## config.mk

```make
export PLATFORM = sky130hd
export DESIGN_NAME = fetch_queue
export DESIGN_NICKNAME = d
export VERILOG_FILES = /design/src/rtl/fetch_queue.sv
export SDC_FILE = /design/constraint.sdc
export NUM_CORES = 2
export LEC_CHECK = 0
export CAP_MARGIN = 20
export CORE_UTILIZATION = 30
export CTS_CLUSTER_SIZE = 30
export DETAILED_ROUTE_END_ITERATION = 8
export SYNTH_ARGS = -nofsm -noshare
export SYNTH_HDL_FRONTEND = slang
export SYNTH_SLANG_ARGS = --single-unit
```

## constraint.sdc

```tcl
create_clock -name clk -period 13.7 [get_ports clk]
set_input_delay 1.37 -clock clk [delete_from_list [all_inputs] [get_ports clk]]
set_output_delay 1.37 -clock clk [all_outputs]
set_load 0.01 [all_outputs]
```

## src/rtl/fetch_queue.sv

```systemverilog
// Two-wide circular instruction buffer between fetch and decode.
// Accepts up to two fetched lanes per cycle and presents the two oldest entries in program order.
module fetch_queue #(
  parameter int ADDR_WIDTH = 32,
  parameter int DATA_WIDTH = 32,
  parameter int DEPTH      = 8
) (
  input  logic                    clk,
  input  logic                    rst,
  input  logic                    flush,
  input  logic [1:0]              enq_valid,
  input  logic [ADDR_WIDTH-1:0]   enq_addr_0,
  input  logic [ADDR_WIDTH-1:0]   enq_addr_1,
  input  logic [DATA_WIDTH-1:0]   enq_instr_0,
  input  logic [DATA_WIDTH-1:0]   enq_instr_1,
  input  logic                    enq_pred_taken_0,
  input  logic                    enq_pred_taken_1,
  input  logic [ADDR_WIDTH-1:0]   enq_pred_target_0,
  input  logic [ADDR_WIDTH-1:0]   enq_pred_target_1,
  output logic                    enq_ready,
  output logic [1:0]              deq_valid,
  output logic [ADDR_WIDTH-1:0]   deq_addr_0,
  output logic [ADDR_WIDTH-1:0]   deq_addr_1,
  output logic [DATA_WIDTH-1:0]   deq_instr_0,
  output logic [DATA_WIDTH-1:0]   deq_instr_1,
  output logic                    deq_pred_taken_0,
  output logic                    deq_pred_taken_1,
  output logic [ADDR_WIDTH-1:0]   deq_pred_target_0,
  output logic [ADDR_WIDTH-1:0]   deq_pred_target_1,
  input  logic [1:0]              deq_ready,
  output logic [$clog2(DEPTH):0]  count,
  output logic                    empty,
  output logic                    full
);

  localparam int PW = $clog2(DEPTH);
  localparam logic [PW:0] DEPTH_C = (PW+1)'(DEPTH);
  localparam logic [PW:0] ONE     = (PW+1)'(1);
  localparam logic [PW:0] TWO     = (PW+1)'(2);

  typedef struct packed {
    logic [ADDR_WIDTH-1:0] addr;
    logic [DATA_WIDTH-1:0] instr;
    logic                  pred_taken;
    logic [ADDR_WIDTH-1:0] pred_target;
  } entry_t;

  entry_t        mem [DEPTH];
  logic [PW-1:0] head, tail, head_p1, tail_p1;
  logic [PW:0]   count_q, n_enq, n_deq;
  logic          wr_en_0, wr_en_1;
  entry_t        lane_0, lane_1, wr_entry_0, rd_entry_0, rd_entry_1;

  assign lane_0 = '{addr: enq_addr_0, instr: enq_instr_0,
                    pred_taken: enq_pred_taken_0, pred_target: enq_pred_target_0};
  assign lane_1 = '{addr: enq_addr_1, instr: enq_instr_1,
                    pred_taken: enq_pred_taken_1, pred_target: enq_pred_target_1};

  // All status outputs come from registered count only, never from this cycle's handshakes.
  assign enq_ready = (count_q <= (DEPTH_C - TWO));
  assign deq_valid = {count_q >= TWO, count_q != '0};
  assign empty     = (count_q == '0);
  assign full      = (count_q == DEPTH_C);
  assign count     = count_q;
  assign head_p1   = head + PW'(1);
  assign tail_p1   = tail + PW'(1);

  // NOTE: every signal assigned in always_comb gets a default first, so no latch is inferred.
  always_comb begin
    wr_en_0    = enq_ready && (enq_valid != 2'b00) && !flush;
    wr_en_1    = enq_ready && (enq_valid == 2'b11) && !flush;
    wr_entry_0 = enq_valid[0] ? lane_0 : lane_1;
    n_enq      = (wr_en_0 ? ONE : '0) + (wr_en_1 ? ONE : '0);
    n_deq      = '0;
    // Taking slot 1 without slot 0 is not a legal decode request; it dequeues nothing.
    if (deq_valid[0] && deq_ready[0]) begin
      if (!deq_ready[1])     n_deq = ONE;
      else if (deq_valid[1]) n_deq = TWO;
    end
  end

  // NOTE: storage is deliberately not reset; head, tail and count alone define what is valid.
  always_ff @(posedge clk) begin
    if (wr_en_0) mem[tail]    <= wr_entry_0;
    if (wr_en_1) mem[tail_p1] <= lane_1;
  end

  // NOTE: sequential state uses non-blocking assignments so all registers update off the same edge.
  always_ff @(posedge clk or negedge rst) begin
    if (!rst) begin
      head    <= '0;
      tail    <= '0;
      count_q <= '0;
    end else if (flush) begin
      head    <= '0;
      tail    <= '0;
      count_q <= '0;
    end else begin
      head    <= head + n_deq[PW-1:0];
      tail    <= tail + n_enq[PW-1:0];
      count_q <= count_q + n_enq - n_deq;
    end
  end

  always_comb begin
    rd_entry_0 = deq_valid[0] ? mem[head]    : '0;
    rd_entry_1 = deq_valid[1] ? mem[head_p1] : '0;
  end

  assign deq_addr_0        = rd_entry_0.addr;
  assign deq_addr_1        = rd_entry_1.addr;
  assign deq_instr_0       = rd_entry_0.instr;
  assign deq_instr_1       = rd_entry_1.instr;
  assign deq_pred_taken_0  = rd_entry_0.pred_taken;
  assign deq_pred_taken_1  = rd_entry_1.pred_taken;
  assign deq_pred_target_0 = rd_entry_0.pred_target;
  assign deq_pred_target_1 = rd_entry_1.pred_target;

endmodule

```

==> results.sh <==
export IMPL_vdd_drop_max_mv=0.231
export IMPL_wl_per_cell_um=29.0
export IMPL_dr_total_vias=31200
export IMPL_io_buffers=403
export IMPL_dp_hpwl_mm=86.0
export IMPL_first_global_vias=32000
export IMPL_fp_dieArea_mm2=0.158
export IMPL_fin_util_pct=36.1
export IMPL_crit_fanout=164
export IMPL_yosysTopAreaCell="edfxtp_1"
export IMPL_yosysWarnings=0
export IMPL_setup_ws_ns=6.54
export IMPL_rows=144
export IMPL_drive_gt1_share_pct=35.5
export IMPL_worst_pin_slew_ns=1.16
export IMPL_drt_first_pass_iters=5
export IMPL_seqPwrFrac_pct=31.6
export IMPL_report_final_slew_viol_count=0
export IMPL_antenna_found_initial=17
export IMPL_grt_pass1_wl_mm=226
export IMPL_p_per_area_mw_per_mm2=168
export IMPL_max_freq_mhz=140
export IMPL_switching_power_mw=3.28
export IMPL_synth_seq_cells=786
export IMPL_remaining_drc_errors=0
export IMPL_period_minus_slack_ns=7.16
export IMPL_rr_startpoint="count[3]$_DFF_PN0_"
export IMPL_crit_path_end_kind="primary output"
export IMPL_ys_seq_area_share_pct=50.1
export IMPL_cts_tree="done"
export IMPL_clk_pin_slew_ns=0.06
export IMPL_skew_ns=0.0366
export IMPL_path_cells="buf_12 -> buf_4 -> buf_4 -> mux2i_1 -> a22o_1 -> nor4_1 -> clkdlybuf4s50_1"
export IMPL_synth_edf_count=776
export IMPL_hp_start="count[0]$_DFF_PN0_"
export IMPL_power_switching_share_pct=34.8
export IMPL_grt_remaining_overflow=0
export IMPL_worst_setup_path_type="reg2out"
export IMPL_core_area_mm2=0.155
export IMPL_leakage_nw=17.4
export IMPL_fin_nets=3612
export IMPL_crit_path_top_delay_cell="dfrtp_4"
export IMPL_hp_class="reg2reg"
export IMPL_die_h_um=398
export IMPL_start_util_pct=30.4
export IMPL_postRouteAntennaNets=0
export IMPL_htree_levels=3
export IMPL_slowest_delay_ns=1.00
export IMPL_hold_violations=0
export IMPL_cap_violations=0
export IMPL_clockRootBuffer="clkbuf_16"
export IMPL_numCtsBuffers=96
export IMPL_internal_power_mw=6.12
export IMPL_fin_crit_sh_pct=52.2
export IMPL_yosys_area_top_type_share_pct=49.6
export IMPL_clockBufferDepth=3
export IMPL_io_pin_count=404
export IMPL_ys_types=43
export IMPL_vias_per_cell=5.66
export IMPL_synth_main_ff_cell="edfxtp_1"
export IMPL_synth_fp_nets=3349
export IMPL_status="completed"
export IMPL_syn_inst=3132
export IMPL_grt_max_degree=169
export IMPL_clk_latency_ns=0.70
export IMPL_cts_resized=0
export IMPL_syn_area_mm2=0.0470
export IMPL_cts_sinks=786
export IMPL_synthArstFlopShare_pct=1.27
export IMPL_drt_total_wl_mm=160
export IMPL_worst_ep_arrival_time_ns=5.79
export IMPL_setup_viol=0
export IMPL_tns_ns=0
export IMPL_crit_start="head[0]$_DFF_PN0_"
export IMPL_p_clk_share_pct=26.3
export IMPL_postCtsHoldBufs=0
export IMPL_start_kind="flip-flop"
export IMPL_relSlewSlack_pct=21.8
export IMPL_crit_path_frequent_cell="buf_4"
export IMPL_globalplace_congestion=0.757
export IMPL_post_cts_setup_buffer_count=0
export IMPL_chipWidth_um=398
export IMPL_place_ws_ns=7.26
export IMPL_syn_avg_cell_area_um2=15.0
export IMPL_grt_use_total_pct=19.7
export IMPL_drt_iter0_drc=2735
export IMPL_syn_to_final_growth_pct=19.1
export IMPL_pwr_share_comb_pct=42.0
export IMPL_rsz0062_at_grt="no"
export IMPL_critPathRequiredTime_ns=12.33
export IMPL_synth_area_top_cells="edfxtp_1 50%, mux2_2 20%, mux4_2 9.3%"
-- synthesized netlist by cell type, drive strengths merged (3+ instances only) --
master and n:
mux2 873, edfxtp 776, nor2b 202, mux2i 195
a22o 194, mux4 194, clkbuf 178, buf 112
a211oi 99, a2111oi 97, nor4 97, inv 16
nor2 13, ha 12, dfrtp 10, nand2 10
nand3 10, a21oi 8, nor3 7, o21ai 5
and2 4, fa 4, xnor2 3
-- final timing paths --
check	to	slack [ns]	cells past startpoint
max in group asynchronous	head[2]$_DFF_PN0_	12.29	1
worst max register to register	mem[5][55]$_DFFE_PP_	9.25	7
min in group asynchronous	tail[1]$_DFF_PN0_	1.02	1
worst min register to register	count[0]$_DFF_PN0_	0.78	2
worst max-delay path	deq_addr_0[1]	6.54	7
worst min-delay path	count[0]$_DFF_PN0_	0.78	2
-- flip-flops by register name, indices dropped and copies added, names as in the netlist --
| register | count |
|---|---|
| head | 3 |
| count | 4 |
| mem | 776 |
| tail | 3 |
-- kinds of logic after synthesis --
logic type	Yosys count	share of synthesized area, %
flops	786	50.1
simple gates	350	4.62
xor+xnor	5	0.0932
compound gates	407	7.22
buf+inv	306	3.04
fa+ha+maj	16	0.490
mux	1262	34.4
-- per-stage QoR --
stage               hold slack [ns]  power [mW]  cells  area, µm²
floorplan                     0.625        5.12   3132      47000
global placement              0.750        6.94   5341      52900
detailed placement            0.757        6.97   5341      52900
CTS                           0.783        9.47   5516      55900
global route                  0.829        9.73   5521      55900
finish                        0.780        9.40   5524      55900
-- layer usage --
layer	global-route usage, %	vias to the layer above	routed length, µm
li1	-	13400	-
met1	26.1	16400	67400
met2	32.6	1170	77800
met3	3.00	237	10200
met4	6.96	10	4590
met5	0	-	69
-- layout make-up --
| class | count | area (µm²) |
|---|---|---|
| clock inverters | 51 | 417 |
| repair buffers | 455 | 4550 |
| flip-flops and latches | 786 | 23600 |
| fillers | 14700 | 98800 |
| inverters | 16 | 62.6 |
| well taps | 2044 | 2560 |
| multi-input cells | 2040 | 22200 |
| clock buffers | 124 | 2580 |
| diodes | 8 | 20.0 |
-- placed cells by master (no fill, tap or decap), types with 3 or more instances in the layout --
cell type        instances
buf_4                   42
edfxtp_1               776
nor2_1                  13
clkbuf_8                 3
a21oi_4                  7
clkbuf_1                23
xnor2_1                  3
nand2_1                 10
clkinv_2                 8
mux2_1                  42
a211oi_1                97
a22o_1                 194
buf_12                  10
ha_1                    11
nor2b_1                201
dfrtp_4                  3
clkdlybuf4s50_1        402
nor3_1                   6
clkinvlp_4               3
mux2_2                 831
inv_1                   15
fa_1                     4
diode_2                  8
clkbuf_16               98
dfrtp_1                  7
a2111oi_0               97
nand3_4                  8
inv_6                    4
nor4_1                  97
bufinv_16                5
mux2i_1                194
mux4_2                 194
o21ai_0                  5
clkinv_1                27
-- power by group through the flow --
stage | Sequential (mW) | Clock, mW | Combinational [mW]
after detailed placement | 3.02 | 0 | 3.94
after global routing | 2.99 | 2.61 | 4.12
after global placement | 3.02 | 0 | 3.93
final | 2.97 | 2.48 | 3.95
after CTS | 2.97 | 2.53 | 3.96
after floorplan | 3.00 | 0 | 2.12
-- worst max-delay path, delay by kind of cell, from the launching register on --
family / cells / cell delay, ns
AOI/OAI and AO/OA: 1 / 0.27
buffers and inverters: 4 / 3.00
DFF: 1 / 1.00
muxes: 1 / 0.20
and+or+nand+nor: 1 / 0.38
Note: power is estimated with default switching activity, not from simulation.
